`src/rtl/tx_stim_pkg.sv`:
```
// Shared types and constants for the transmitter-buffer stimulus generator.
package tx_stim_pkg;

    typedef enum logic [1:0] {
        MODE_TABLE = 2'd0,
        MODE_INCR  = 2'd1,
        MODE_LFSR  = 2'd2,
        MODE_WALK  = 2'd3
    } tx_stim_mode_e;

    typedef enum logic [1:0] {
        ST_IDLE = 2'd0,
        ST_RUN  = 2'd1,
        ST_DONE = 2'd2
    } tx_stim_state_e;

    localparam logic [7:0] LFSR_TAPS_DEFAULT = 8'hB8;

endpackage

```
`src/rtl/tx_stim_pat_tbl.sv`:
```
// Programmable pattern table: register array with a write port that only
// commits while the generator is idle, and an asynchronous read port.
module tx_stim_pat_tbl #(
    parameter int DATA_W    = 8,
    parameter int PAT_DEPTH = 16,
    parameter int AW        = $clog2(PAT_DEPTH)
) (
    input  logic              clk_i,
    input  logic              reset_ni,
    input  logic              idle_i,
    input  logic              wr_en_i,
    input  logic [AW-1:0]     wr_addr_i,
    input  logic [DATA_W-1:0] wr_data_i,
    input  logic [AW-1:0]     rd_addr_i,
    output logic [DATA_W-1:0] rd_data_o
);

    logic [DATA_W-1:0] mem_q [PAT_DEPTH];

    always_ff @(posedge clk_i or negedge reset_ni) begin
        if (!reset_ni) begin
            for (int i = 0; i < PAT_DEPTH; i++) begin
                mem_q[i] <= '0;
            end
        end else if (wr_en_i && idle_i) begin
            mem_q[wr_addr_i] <= wr_data_i;
        end
    end

    assign rd_data_o = mem_q[rd_addr_i];

endmodule

```
`src/rtl/tx_stim_gen.sv`:
```
// Burst stimulus generator in front of the transmitter buffer load port:
// table / incrementing / LFSR / walking-one words with buffer backpressure.
module tx_stim_gen
    import tx_stim_pkg::*;
#(
    parameter int                DATA_W    = 8,
    parameter int                PAT_DEPTH = 16,
    parameter int                CNT_W     = 16,
    parameter logic [DATA_W-1:0] LFSR_TAPS = DATA_W'(LFSR_TAPS_DEFAULT)
) (
    input  logic                         clk,
    input  logic                         reset,
    input  logic                         enable,
    input  logic                         start,
    input  logic [1:0]                   mode,
    input  logic [CNT_W-1:0]             burst_len,
    input  logic                         pat_wr_en,
    input  logic [$clog2(PAT_DEPTH)-1:0] pat_wr_addr,
    input  logic [DATA_W-1:0]            pat_wr_data,
    input  logic                         tx_buff_full,
    output logic [DATA_W-1:0]            data_in,
    output logic                         tx_buff_ld,
    output logic                         busy,
    output logic                         done,
    output logic [CNT_W-1:0]             sent_count
);

    localparam int AW = $clog2(PAT_DEPTH);

    tx_stim_state_e    state_q, state_d;
    tx_stim_mode_e     mode_q, mode_d;
    logic [CNT_W-1:0]  len_q, len_d;
    logic [CNT_W-1:0]  cnt_q, cnt_d;
    logic [AW-1:0]     idx_q, idx_d;
    logic [DATA_W-1:0] gen_q, gen_d;
    logic [DATA_W-1:0] gen_next;
    logic [DATA_W-1:0] tbl_rd;
    logic              accept;

    tx_stim_pat_tbl #(
        .DATA_W   (DATA_W),
        .PAT_DEPTH(PAT_DEPTH),
        .AW       (AW)
    ) u_pat_tbl (
        .clk_i    (clk),
        .reset_ni (reset),
        .idle_i   (state_q == ST_IDLE),
        .wr_en_i  (pat_wr_en),
        .wr_addr_i(pat_wr_addr),
        .wr_data_i(pat_wr_data),
        .rd_addr_i(idx_q),
        .rd_data_o(tbl_rd)
    );

    // Load handshake: tx_buff_ld is valid, !tx_buff_full is ready; a word
    // transfers on any cycle where both hold, otherwise data_in stays put.
    assign tx_buff_ld = (state_q == ST_RUN);
    assign accept     = tx_buff_ld && !tx_buff_full;
    assign busy       = tx_buff_ld;
    assign done       = (state_q == ST_DONE);
    assign sent_count = cnt_q;
    assign data_in    = !tx_buff_ld ? '0 : (mode_q == MODE_TABLE) ? tbl_rd : gen_q;

    always_comb begin
        gen_next = gen_q;
        case (mode_q)
            MODE_INCR: gen_next = gen_q + DATA_W'(1);
            MODE_LFSR: gen_next = (gen_q >> 1) ^ (gen_q[0] ? LFSR_TAPS : '0);
            MODE_WALK: gen_next = {gen_q[DATA_W-2:0], gen_q[DATA_W-1]};
            default:   gen_next = gen_q;
        endcase
    end

    always_comb begin
        state_d = state_q;
        mode_d  = mode_q;
        len_d   = len_q;
        cnt_d   = cnt_q;
        idx_d   = idx_q;
        gen_d   = gen_q;
        case (state_q)
            ST_IDLE: begin
                if (start && enable) begin
                    state_d = ST_RUN;
                    mode_d  = tx_stim_mode_e'(mode);
                    len_d   = burst_len;
                    cnt_d   = '0;
                    idx_d   = '0;
                    gen_d   = (mode == MODE_INCR) ? '0 : DATA_W'(1);
                end
            end
            ST_RUN: begin
                if (accept) begin
                    cnt_d = (&cnt_q) ? cnt_q : cnt_q + CNT_W'(1);
                    idx_d = idx_q + AW'(1);
                    gen_d = gen_next;
                end
                // A word accepted on the abort edge still counts; done is
                // only reachable with enable held high.
                if (!enable) begin
                    state_d = ST_IDLE;
                end else if (accept && (len_q != '0) && (cnt_d == len_q)) begin
                    state_d = ST_DONE;
                end
            end
            ST_DONE: state_d = ST_IDLE;
            default: state_d = ST_IDLE;
        endcase
    end

    always_ff @(posedge clk or negedge reset) begin
        if (!reset) begin
            state_q <= ST_IDLE;
            mode_q  <= MODE_TABLE;
            len_q   <= '0;
            cnt_q   <= '0;
            idx_q   <= '0;
            gen_q   <= '0;
        end else begin
            state_q <= state_d;
            mode_q  <= mode_d;
            len_q   <= len_d;
            cnt_q   <= cnt_d;
            idx_q   <= idx_d;
            gen_q   <= gen_d;
        end
    end

endmodule

```
`config.mk`:
```
export PLATFORM = sky130hd
export DESIGN_NAME = tx_stim_gen
export DESIGN_NICKNAME = d
export VERILOG_FILES = /design/src/rtl/tx_stim_pkg.sv /design/src/rtl/tx_stim_pat_tbl.sv /design/src/rtl/tx_stim_gen.sv
export SDC_FILE = /design/constraint.sdc
export NUM_CORES = 1
export LEC_CHECK = 0
export ABC_AREA = 1
export BUFFER_PORTS_ARGS = -buffer_cell sky130_fd_sc_hd__buf_2
export CELL_PAD_IN_SITES_DETAIL_PLACEMENT = 1
export CELL_PAD_IN_SITES_GLOBAL_PLACEMENT = 1
export CORE_MARGIN = 5
export CORE_UTILIZATION = 40
export DETAILED_ROUTE_END_ITERATION = 10
export HOLD_SLACK_MARGIN = 0.06
export PLACE_DENSITY_LB_ADDON = 0.1
export SKIP_LAST_GASP = 1
export SYNTH_ARGS = -nofsm -noshare
export SYNTH_HDL_FRONTEND = slang
export SYNTH_SLANG_ARGS = --single-unit
```
`constraint.sdc`:
```
create_clock -name clk -period 4.08 [get_ports clk]
set_clock_uncertainty 0.15 [all_clocks]
set_input_delay 0.408 -clock clk [delete_from_list [all_inputs] [get_ports clk]]
set_output_delay 0.408 -clock clk [all_outputs]
set_load 0.02 [all_outputs]
```
==> metrics.md <==
| Metric | Value |
|---|---|
| Setup crit start kind | `flop` |
| RD Place Congestion | `~0.8` |
| N_diodes | `0` |
| Area grow syn2layout | `14.41%` |
| Port buffer count | `62` |
| Hold Path Class | `primary input to flop` |
| Met1 Resource Use GR | `a little under a third` |
| GR Layer Usage met3 | `3.669%` |
| Setup TNS | `0 ps` |
| RSZ-0062 raised after global routing | `false` |
| Post-synthesis sequential area ratio | `approximately 50%` |
| Synth top cells by count | `nand2_1, o21ai_0, dfrtp_1, nor2_1, inv_1` |
| Area of the core | `about 22000 um^2` |
| Clock Sinks | `176` |
| Ys flop type | `dfrtp_1` |
| Final Setup Violations | `0` |
| Via Count | `~8000` |
| First-pass GRT wire length | `between 40 and 50 mm` |
| Clock Latency Late Sink | `between 400 and 500 ps` |
| Final worst slack | `approximately 850 ps` |
| Num CTS Buffers | `17` |
| Initial antenna violation count | `0` |
| Worst slew pin tran | `slightly below 900 ps` |
| Syn nets | `~1200` |
| Drt pass-1 iters | `5` |
| Final hold vios | `0` |
| IO Count | `63` |
| Slowest stage cell, crit path | `buf_4` |
| Yosys top cell by area | `dfrtp_1` |
| Synth warn | `0` |
| Antenna Nets Post-Route | `0` |
| Met2 Usage GRT | `between 30% and 40%` |
| Die Footprint | `approximately 25000 um^2` |
| Fin util | `between 40% and 50%` |
| Root buf cell | `clkbuf_16` |
| Routed wire length | `about 28 mm` |
| PD cells | `about 550 nW/um^2` |
| Crit Path Category | `flop to output pin` |
| Largest net degree at the start of global routing | `89` |
| DP Cell Count | `roughly 1400` |
| GR peak layer | `met2` |
| Crit end category | `output pin` |
| Die height | `158.6 um` |
| Post-synthesis instance area | `slightly below 9000 um^2` |
| Synth unique cells | `33` |
| Vias in the first global route | `between 8000 and 9000` |
| Tcrit/Tclk final | `79.21%` |
| Lkg Pwr | `4.789 nW` |
| Layout Nets | `~1200` |
| Setup Slack @ Placement | `1167 ps` |
| WL per Instance | `between 15 and 20 um` |
| #FFs+latches synth | `176` |
| Share of layout cells above drive strength 1 | `11.02%` |
| CTS resizes | `0` |
| Total track usage | `around 23%` |
| CTS tree | `yes` |
| Tmin final | `around 3200 ps` |
| Most common cell on crit path | `o21ai_0` |
| Ranking of synthesized cells by area | `dfrtp_1, o21ai_0, nand2_1` |
| Depth of the CTS H-tree | `4` |
| Max-slew headroom | `roughly two fifths` |
| Grt total ovfl | `0` |
| Max clock buf depth | `2` |
| Highest cell delay on the worst timing path | `about 540 ps` |
| Crit Path Max Fanout | `66` |
| Avg Cell Area, Syn | `between 7 and 8 um^2` |
| Starting density of the core | `40.62%` |
| Slew Limit Fails | `0` |
| WP data required | `approximately 3500 ps` |
| DRT iter0 DRCs | `391` |
| R2R setup slack | `1090 ps` |
| Design Power | `around 5.5 mW` |
| CP Cell Sequence | `buf_4 -> o21ai_0 -> o22ai_1 -> o21ai_0 -> o21ai_0 -> o21ai_0 -> inv_1 -> buf_2` |
| # rows | `54` |
| Mapped Cells | `between 1000 and 1500` |
| Count leader, synth | `nand2_1` |
| Max-cap viol count | `0` |
| Top-area cell type share of the netlist area | `around half` |
| FFs w/ async S/R, synth | `100.0%` |
| DRC viols | `0` |
| Clock slew at reported path FFs | `80 ps` |
| Finished Layout Cells | `~1500` |
| Status | `complete, no violations` |
| Via-to-Cell Ratio | `between 5 and 6` |
| Critical path arrival | `~2700 ps` |
| Placed wire-length estimate | `18.72 mm` |
| Number of flops mapped to enable cells by yosys | `0` |
| Die width | `approximately 160 um` |
| Max IR drop VDD | `approximately 0.00029 V` |
| Maximum clock rate | `just over 300 MHz` |
-- report_power, final --
| part | internal (mW) | switching (mW) |
|---|---|---|
| combinational | 0.489 | 0.949 |
| sequential | 2.12 | 0.264 |
| clock | 0.912 | 0.803 |
-- layer usage --
layer | routed length (um) | vias up
li1 | - | 3875
met1 | 13230 | 3952
met2 | 13580 | 112
met3 | 969 | 26
met4 | 263 | 0
met5 | 0 | -
-- final cells by class --
cell class | instances | area [um^2]
inverters | 85 | 320.3
well taps | 280 | 350.3
clock buffers | 19 | 452.9
fillers | 2707 | 11640
multi-input cells | 810 | 3879
repair buffers | 86 | 544.3
flip-flops and latches | 176 | 4405
clock inverters | 13 | 158.9
-- state kept, by name (all words and copies together), names as in the netlist --
signal / flops
len_q: 16
idx_q: 4
sent_count: 16
state_q: 2
mode_q: 2
u_pat_tbl.mem_q: 128
gen_q: 8
-- critical path, delay by kind of cell (launching register included) --
family,cells,cell delay [ps]
compound gates,5,1080
buf+inv,3,760
flops,1,360
-- path summary, 6_finish.rpt --
check                                                startpoint                              end  cells after the start
max in group asynchronous                                 reset  u_pat_tbl.mem_q[82]$_DFFE_PN0P_                      3
min in group asynchronous                                 reset             gen_q[6]$_DFFE_PN0P_                      2
worst max register to register           state_q[1]$_DFFE_PN0P_           state_q[0]$_DFFE_PN0P_                     16
worst min-delay path                                    mode[0]            mode_q[0]$_DFFE_PN0P_                      3
worst max-delay path                       idx_q[0]$_DFFE_PN0P_                       data_in[7]                      8
worst min register to register  u_pat_tbl.mem_q[53]$_DFFE_PN0P_  u_pat_tbl.mem_q[53]$_DFFE_PN0P_                      2
-- stage by stage --
step / hold slack, ps / area [um^2]
6_report: 75.89 / 10110
5_1_grt: 76.64 / 10110
4_1_cts: 60.99 / 10110
3_5_place_dp: 318.3 / 9359
3_3_place_gp: 310.9 / 9359
2_1_floorplan: -37.59 / 8837
-- cells by family after synthesis --
group,after synthesis,share of synthesized area [%]
buffers and inverters,144,6.329
DFF,176,49.84
and+or+nand+nor,485,22.89
AOI/OAI and AO/OA,315,19.51
xor gates and xnor gates,7,1.005
adders and majority gates,3,0.4248
-- repair_timing --
item	in CTS	in global routing
hold buffers	14	0
endpoints found under the hold margin	98	0
setup buffers	0	0
-- cells in the final DEF (no fill, tap or decap), drive strengths merged --
cell and n:
nor2 125, xor2 4, nand2 281, clkinv 6
o221ai 27, inv 90, clkinvlp 1, nand3b 2
and2 1, a21oi 16, nor3 4, o32ai 3
ha 3, o21ai 241, clkbuf 19, xnor3 2
or2 2, buf 72, nand3 60, o22ai 28
dlygate4sd3 14, dfrtp 176, xnor2 1, bufinv 1
nand4 10
Note: power is estimated with default switching activity, not from simulation.
